--- config.mk ---
export PLATFORM = sky130hd
export DESIGN_NAME = mips_muldiv_unit
export DESIGN_NICKNAME = d
export VERILOG_FILES = /design/src/rtl/mips_muldiv_unit.sv
export SDC_FILE = /design/constraint.sdc
export NUM_CORES = 1
export LEC_CHECK = 0
export ABC_AREA = 1
export BUFFER_PORTS_ARGS = -buffer_cell sky130_fd_sc_hd__buf_2
export CORE_AREA = 2 2 199 220
export DETAILED_ROUTE_END_ITERATION = 12
export DIE_AREA = 0 0 201 222
export SETUP_SLACK_MARGIN = 0.02
export SLEW_MARGIN = 20
export SYNTH_ARGS = -nofsm -noshare
export SYNTH_HDL_FRONTEND = slang
export SYNTH_SLANG_ARGS = --single-unit
--- constraint.sdc ---
create_clock -name clk -period 5.95 [get_ports clk]
set_input_delay 0.595 -clock clk [delete_from_list [all_inputs] [get_ports clk]]
set_output_delay 0.595 -clock clk [all_outputs]
set_load 0.02 [all_outputs]
--- src/rtl/mips_muldiv_unit.sv ---
// Iterative radix-2 multiply/divide unit owning HI/LO.
// Shift-add multiply, restoring divide, sign fix-up in a final cycle.
module mips_muldiv_unit #(
  parameter int WIDTH = 32
) (
  input  logic             clk,
  input  logic             reset,
  input  logic             clk_enable,
  input  logic             start,
  input  logic [2:0]       op,
  input  logic [WIDTH-1:0] rs,
  input  logic [WIDTH-1:0] rt,
  output logic             busy,
  output logic             done,
  output logic             div_by_zero,
  output logic [WIDTH-1:0] hi,
  output logic [WIDTH-1:0] lo
);

  localparam int CW = $clog2(WIDTH) + 1;
  localparam logic [CW-1:0] LAST = CW'(WIDTH - 1);

  typedef enum logic [1:0] {
    IDLE,
    RUN,
    FIX
  } state_t;

  state_t             state;
  logic [CW-1:0]      count;
  logic [2*WIDTH:0]   acc;
  logic [WIDTH-1:0]   opb;
  logic               is_div;
  logic               neg_q;
  logic               neg_r;
  logic               pend;
  logic               pend_dbz;

  logic               op_mul;
  logic               op_div;
  logic               op_sgn;
  logic               op_mthi;
  logic               op_mtlo;
  logic               rt_zero;
  logic               go_run;
  logic               go_dbz;
  logic               a_neg;
  logic               b_neg;
  logic [WIDTH-1:0]   a_mag;
  logic [WIDTH-1:0]   b_mag;

  always_comb begin
    op_mul  = (op[2:1] == 2'b00);
    op_div  = (op[2:1] == 2'b01);
    op_sgn  = ~op[0];
    op_mthi = (op == 3'b100);
    op_mtlo = (op == 3'b101);
    rt_zero = (rt == '0);
    go_run  = op_mul | (op_div & ~rt_zero);
    go_dbz  = op_div & rt_zero;
    a_neg   = (op_mul | op_div) & op_sgn & rs[WIDTH-1];
    b_neg   = (op_mul | op_div) & op_sgn & rt[WIDTH-1];
    a_mag   = a_neg ? -rs : rs;
    b_mag   = b_neg ? -rt : rt;
  end

  // acc[2W:W] is the partial product / remainder, acc[W-1:0] the
  // multiplier being consumed / quotient being built.
  logic [WIDTH:0]     mul_sum;
  logic [2*WIDTH:0]   mul_next;
  logic [WIDTH:0]     r_sh;
  logic [WIDTH:0]     r_diff;
  logic               r_ge;
  logic [2*WIDTH:0]   div_next;

  always_comb begin
    mul_sum  = acc[2*WIDTH:WIDTH] + {1'b0, opb};
    mul_next = acc[0] ? ({mul_sum, acc[WIDTH-1:0]} >> 1) : (acc >> 1);
    r_sh     = {acc[2*WIDTH-1:WIDTH], acc[WIDTH-1]};
    r_diff   = r_sh - {1'b0, opb};
    r_ge     = (r_sh >= {1'b0, opb});
    div_next = {(r_ge ? r_diff : r_sh), acc[WIDTH-2:0], r_ge};
  end

  logic [2*WIDTH-1:0] prod_s;
  logic [WIDTH-1:0]   quo_s;
  logic [WIDTH-1:0]   rem_s;

  always_comb begin
    prod_s = neg_q ? -acc[2*WIDTH-1:0] : acc[2*WIDTH-1:0];
    quo_s  = neg_q ? -acc[WIDTH-1:0] : acc[WIDTH-1:0];
    rem_s  = neg_r ? -acc[2*WIDTH-1:WIDTH] : acc[2*WIDTH-1:WIDTH];
  end

  always_ff @(posedge clk or negedge reset) begin
    if (!reset) begin
      state       <= IDLE;
      count       <= '0;
      acc         <= '0;
      opb         <= '0;
      is_div      <= 1'b0;
      neg_q       <= 1'b0;
      neg_r       <= 1'b0;
      pend        <= 1'b0;
      pend_dbz    <= 1'b0;
      busy        <= 1'b0;
      done        <= 1'b0;
      div_by_zero <= 1'b0;
      hi          <= '0;
      lo          <= '0;
    end else if (clk_enable) begin
      done        <= pend;
      div_by_zero <= pend_dbz;
      pend        <= 1'b0;
      pend_dbz    <= 1'b0;
      unique case (state)
        IDLE: begin
          if (start) begin
            unique case (1'b1)
              go_run: begin
                state  <= RUN;
                busy   <= 1'b1;
                count  <= '0;
                is_div <= op_div;
                neg_q  <= a_neg ^ b_neg;
                neg_r  <= a_neg;
                opb    <= op_div ? b_mag : a_mag;
                acc    <= {{(WIDTH+1){1'b0}}, (op_div ? a_mag : b_mag)};
              end
              go_dbz: begin
                pend     <= 1'b1;
                pend_dbz <= 1'b1;
              end
              op_mthi: begin
                hi   <= rs;
                pend <= 1'b1;
              end
              op_mtlo: begin
                lo   <= rs;
                pend <= 1'b1;
              end
              default: ;
            endcase
          end
        end
        RUN: begin
          acc   <= is_div ? div_next : mul_next;
          count <= count + 1'b1;
          if (count == LAST) state <= FIX;
        end
        FIX: begin
          if (is_div) begin
            hi <= rem_s;
            lo <= quo_s;
          end else begin
            {hi, lo} <= prod_s;
          end
          done  <= 1'b1;
          busy  <= 1'b0;
          count <= '0;
          state <= IDLE;
        end
        default: state <= IDLE;
      endcase
    end
  end

endmodule

==> results of run 1 <==
## cell usage after synthesis, drive strengths merged, types with 8 or more instances
library cell and count:
nand2 1129, inv 428, nor2 403, nand3 376, o21ai 201, a21oi 182
dfrtp 177, ha 72, clkbuf 70, xor2 44, nand4 42, buf 41
a31oi 37, nor3 31, nand3b 22, a21boi 10, a21o 9, o211ai 9
or2 8
## layer usage
metal / wire length (um) / part of all wire [%]
met1: 33500 / 40
met2: 39500 / 47
met3: 6160 / 7.3
met4: 5550 / 6.5
met5: 9 / 0.011
## layout make-up
type | instances | area [um2]
diodes | 1 | 2.50
clock buffers | 22 | 484
clock inverters | 9 | 96.3
fillers | 4614 | 21700
inverters | 430 | 1610
multi-input cells | 2604 | 12300
flip-flops and latches | 177 | 4430
well taps | 567 | 709
repair buffers | 154 | 822
## worst max-delay path: stages (launching register included)
cell	delay (ns)
dfrtp_1	0.38
inv_1	0.08
ha_2	0.26
inv_1	0.57
o22ai_1	0.20
nand2_1	0.10
buf_4	0.35
clkinv_1	0.91
nor2_1	0.34
a31oi_1	0.07
## sequential cells by signal (all words and copies together), names as in the netlist
signal       count
lo              32
busy             1
done             1
count            6
pend             1
neg_r            1
is_div           1
state            2
opb             32
neg_q            1
div_by_zero      1
acc             65
hi              32
pend_dbz         1
## kinds of logic (layout without fill, tap and decap cells)
family | count (synthesis) | after routing | synth area share, %
AOI/OAI and AO/OA | 466 | 466 | 13.3
xor gates and xnor gates | 47 | 47 | 2.18
adders and majority gates | 74 | 74 | 4.99
buffers and inverters | 541 | 615 | 11.4
DFF | 177 | 177 | 23.5
other | 0 | 1 | 0
and+or+nand+nor | 2017 | 2017 | 44.7
## worst paths after layout
| check | start | to | slack [ns] | cells past startpoint |
|---|---|---|---|---|
| worst min register to register | lo[21] | lo[21] | 0.48 | 2 |
| min in group clk | clk_enable | pend_dbz | 0.33 | 2 |
| max in group asynchronous | reset | lo[13] | 4.52 | 2 |
| worst max-delay path | state[0] | hi[2] | 2.50 | 9 |
| worst min-delay path | reset | acc[53] | 0.1 | 1 |
| worst max register to register | state[0] | hi[2] | 2.50 | 9 |
## where the power goes
| part | switching [mW] | internal, mW | total, mW |
|---|---|---|---|
| Sequential | 0.776 | 1.71 | 2.49 |
| Clock | 0.565 | 0.625 | 1.19 |
| Combinational | 5.35 | 2.26 | 7.61 |
| Total | 6.69 | 4.60 | 11.3 |
## cell usage in the layout, fill, tap and decap left out, types with 10 or more instances in the layout
cell       instances
nand3b_1          22
inv_1            418
inv_2             10
nor3_1            28
a31oi_1           37
nand4_1           42
o21ai_1           11
ha_1              71
dfrtp_1          176
o21ai_0          188
xor2_1            44
clkbuf_16         17
a21oi_1          180
nand3_1          370
buf_2            136
nand2_1         1121
nor2_1           387
nor2_2            11
buf_4             17
==> results.cfg, run 1 <==
[placement]
dp_hpwl_mm = 68.1
place_congestion = 1.06
preCtsSetupSlack_ns = 2.43
place_area_um2 = 19900
dp_cells = 3932
io_buffers = 137

[die]
dieWidth_um = 201
die_h_um = 222
num_rows = 79
coreArea_um2 = 42200
boundaryPins = 138
dieArea_um2 = 44600
start_util_pct = 44.7

[global_route]
grtUsageMet2_pct = 62.4
grt_use_total_pct = 37.6
grt_pass1_wl_mm = 127
use_met1_pct = 45.6
grt_busiest_layer = met2
antenna_found_initial = 1
grt_max_degree = 84
gr-total-overflow = 0
grt_pass1_vias = 21400
use_met3_pct = 6.60

[critical_path]
crit_type = register to register
startpoint_type = register
cp.required_ns = 6.30
crit_fanout = 35
cp.arrival_ns = 3.80
end_kind = register

[routing]
drc = 0
avgViaCountPerCell = 5.67
drt_iter0_markers = 2199
first_pass_iters = 6
ant_nets = 0
wl_per_cell_um = 21.4
via_count = 22500
wl_mm = 84.8

[final_layout]
area.growth.synth_to_final_pct = 8.47
drive_gt1_share_pct = 7.10
finalInstanceArea_um2 = 20500
fin_nets = 3529
stdcell_count = 3964
fin_util_pct = 48.5

[cts]
post_cts_buffers = 0
htreeDepth = 4
cts.sinks = 177
cts_tree = yes
cts_hold_buf = 0
root_buffer = clkbuf_16
clk_pin_slew_ns = 0.08
clk_latency_ns = 0.50
cts_made_buffers = 17
ctsLongestPathBuffers = 2
cts_resized = 0

[sta]
hold_ws_ns = 0.0976
slew_viol_final = 0
hold_viol = 0
rsz0062_at_grt = false
min_period_ns = 3.45
tightest_slew_ns = 1.02
finClkSkew_ns = 0.0172
setup_ws_ns = 2.50
slew_headroom_pct = 31.6
fin_setup_tns_ns = 0
final.period_utilization_pct = 58.0
final-setup-viol-count = 0
clock.fmax_mhz = 290

[yosys]
synth_top_area_share_pct = 23.5
ys_types = 49
synthArstFlopShare_pct = 100
ys_ff_latch = 177
syn-mean-instance-area_um2 = 5.68
ys.flop_type = dfrtp_1
syn-cell-area_um2 = 18900
yosys_warnings = 0
ys_seq_area_share_pct = 23.5
synth_edf_count = 0
syn_nets = 3467
syn_inst = 3322
synth_top_area_cell = dfrtp_1
ys_top_cells_by_area = dfrtp_1, nand2_1, nand3_1, inv_1, nor2_1

[pwr]
powerDensity_nw_per_um2 = 551
ir_drop_mv = 0.360
finalPower_mw = 11.3
p_leak_nw = 11.0

[outcome]
status = finished, final reports clean

[worst_hold_path]
min_path_type = primary input to async pin

[job]
drv_cap = 0
Note: power is estimated with default switching activity, not from simulation.
==> run 2: changes to the inputs <==
ABC_AREA = 0   (was 1)
CORE_AREA = 2 2 181 200   (was 2 2 199 220)
DIE_AREA = 0 0 183 202   (was 0 0 201 222)
clock period = 3.09 ns   (was 5.95 ns; I/O delays follow)
==> results.cfg, run 2 <==
[outcome]
status = finished, violations left
violations = negative setup slack

[pwr]
p_leak_nw = 9.02
powerDensity_nw_per_um2 = 1180
finalPower_mw = 23.7
ir_drop_mv = 0.546

[critical_path]
critical-path-max-stage-delay_ns = 0.55
crit_fanout = 5
end_kind = register
worstPathCellList = or4_4, or4b_4, or4_4, or3_4, o21ai_2, a31oi_1, xnor2_1, a211oi_2, a21o_1
slowest_stage = or4_4
startpoint_type = register
crit_top_cell = or4_4
cp.required_ns = 3.46
cp.arrival_ns = 3.68
crit_type = register to register

[placement]
io_buffers = 137
place_area_um2 = 18600
dp_hpwl_mm = 49.8
place_congestion = 0.999

[sta]
slew_headroom_pct = 29.7
slew_viol_final = 0
clock.fmax_mhz = 302
final.period_utilization_pct = 107
min_period_ns = 3.31
setup_ws_ns = -0.217
tightest_slew_ns = 1.05
finClkSkew_ns = 0.0208
rsz0062_at_grt = true
final-setup-viol-count = 26
hold_viol = 0

[final_layout]
largest_reg_flops = 65
finalInstanceArea_um2 = 20100
mostFrequentLayoutCell = buf_4
multiInputGateArea_um2 = 11100
fin_nets = 2457
seq_area_um2 = 4440
area.growth.synth_to_final_pct = 29.8
layout_common_cells = buf_4, a21oi_1, nand2_1, dfrtp_1, nor2_1
diodes = 0
fillers = 3271
top_register = acc
drive_gt1_share_pct = 27.7

[cts]
ctsLongestPathBuffers = 2
cts.sinks = 177
htreeDepth = 4
root_buffer = clkbuf_16
cts_made_buffers = 17
clk_pin_slew_ns = 0.07
clk_latency_ns = 0.48
cts_tree = yes

[yosys]
synth_top_area_cell = dfrtp_1
ys_top_cells_by_area = dfrtp_1, a21oi_1, ha_1, xnor2_1, o21ai_0
ys_types = 74
syn_nets = 2117
synth_common_cells = a21oi_1, nand2_1, dfrtp_1
synth_top_area_share_pct = 28.5
syn_inst = 1972
syn-cell-area_um2 = 15500
synth_edf_count = 0
synth.most_common_cell = a21oi_1
ys.flop_type = dfrtp_1
syn-mean-instance-area_um2 = 7.87
synthArstFlopShare_pct = 100
ys_seq_area_share_pct = 28.5
ys_ff_latch = 177
yosys_warnings = 0

[die]
die_h_um = 202
boundaryPins = 138
start_util_pct = 44.4
dieWidth_um = 183
dieArea_um2 = 37000
num_rows = 72
coreArea_um2 = 35000

[routing]
via_count = 16700
first_pass_iters = 6
drt_iter0_markers = 1481
wl_per_cell_um = 23.0
wl_mm = 63.6
ant_nets = 0
drc = 0
avgViaCountPerCell = 6.05

[global_route]
antenna_found_initial = 0
grt_use_total_pct = 34.1
grt_max_degree = 96
grt_pass1_vias = 16000
grt_pass1_wl_mm = 95.6
gr-total-overflow = 0

[job]
drv_cap = 0

[worst_hold_path]
min_path_type = primary input to register
==> run 2: cell types whose count changed in the layout (fill, tap and decap cells not counted), moves of 28 or more <==
| cell | before | now |
|---|---|---|
| a21o_1 | 9 | 40 |
| a211oi_1 | 1 | 33 |
| xor2_1 | 44 | 74 |
| nand4_1 | 42 | 14 |
| nand3_1 | 370 | 37 |
| buf_4 | 17 | 292 |
| nand2_1 | 1121 | 188 |
| mux2_2 | 0 | 29 |
| mux2i_1 | 0 | 59 |
| nor2_1 | 387 | 155 |
| xnor2_1 | 3 | 89 |
| o21ai_0 | 188 | 143 |
| inv_1 | 418 | 70 |
==> run 2: logic make-up after synthesis <==
logic type,after synthesis,share of synthesized area (%)
AOI/OAI and AO/OA,660,26.6
buffers and inverters,201,4.94
xor gates and xnor gates,170,9.59
adders and majority gates,74,6.06
and+or+nand+nor,599,18.1
muxes,91,6.11
DFF,177,28.5
==> run 2: cell type report <==
type / count / share of cell area [%]
timing repair buffer: 449 / 15.8
multi-input combinational: 1594 / 55.2
clock buffer: 18 / 2.13
tap: 444 / 2.76
clock inverter: 13 / 0.627
inverter: 73 / 1.36
sequential: 177 / 22.0
==> run 2: per-layer routing <==
metal / wire length, um / GRT usage [%] / up-vias / part of all wire, %
met5: 0 / 0 / - / 0
met2: 29900 / 55.8 / 665 / 47
met4: 3740 / 18.4 / 0 / 5.9
met3: 4120 / 5.06 / 169 / 6.5
met1: 25800 / 43.3 / 8078 / 41
li1: - / - / 7829 / -
==> run 2: metrics by stage <==
stage	util (%)	instances	hold slack (ns)	worst slack (ns)	setup TNS [ns]
2_1_floorplan	-	1972	0.0134	-0.00729	-0.0225
3_3_place_gp	53.3	2714	0.262	-0.309	-9.97
3_5_place_dp	53.3	2714	0.263	-0.296	-10.45
4_1_cts	56.3	2761	0.136	-0.226	-2.25
5_1_grt	57.6	2768	0.166	-0.297	-5.50
6_report	57.6	2768	0.144	-0.217	-2.41
==> run 2: worst paths after layout <==
kind / startpoint / to / slack (ns) / cells past startpoint
min in group asynchronous: reset / count[0] / 0.32 / 2
worst max register to register: acc[20] / hi[29] / -0.22 / 9
worst max-delay path: acc[20] / hi[29] / -0.22 / 9
worst min register to register: lo[2] / lo[2] / 0.48 / 1
max in group asynchronous: reset / lo[18] / 1.89 / 3
worst min-delay path: clk_enable / done / 0.14 / 2
==> run 2: critical path: cells and delay by family (launching register included) <==
family | cells | cell delay, ns
flip-flops | 1 | 0.38
AO/OA/AOI/OAI | 4 | 0.59
AND/OR/NAND/NOR | 4 | 1.93
XOR/XNOR | 1 | 0.31
==> run 2: what timing repair did <==
action,CTS,global route
buffers inserted,14,8
pin swaps,48,37
endpoints found under the setup margin,65,66
hold buffers,1,0
gates resized for setup,90,85
endpoints found under the hold margin,35,0
cloned,2,0
==> run 2: power by group <==
group	leakage [nW]	switching (mW)	internal, mW
Clock	0.266	1.07	1.12
Combinational	6.57	9.84	7.52
Sequential	2.18	0.848	3.32
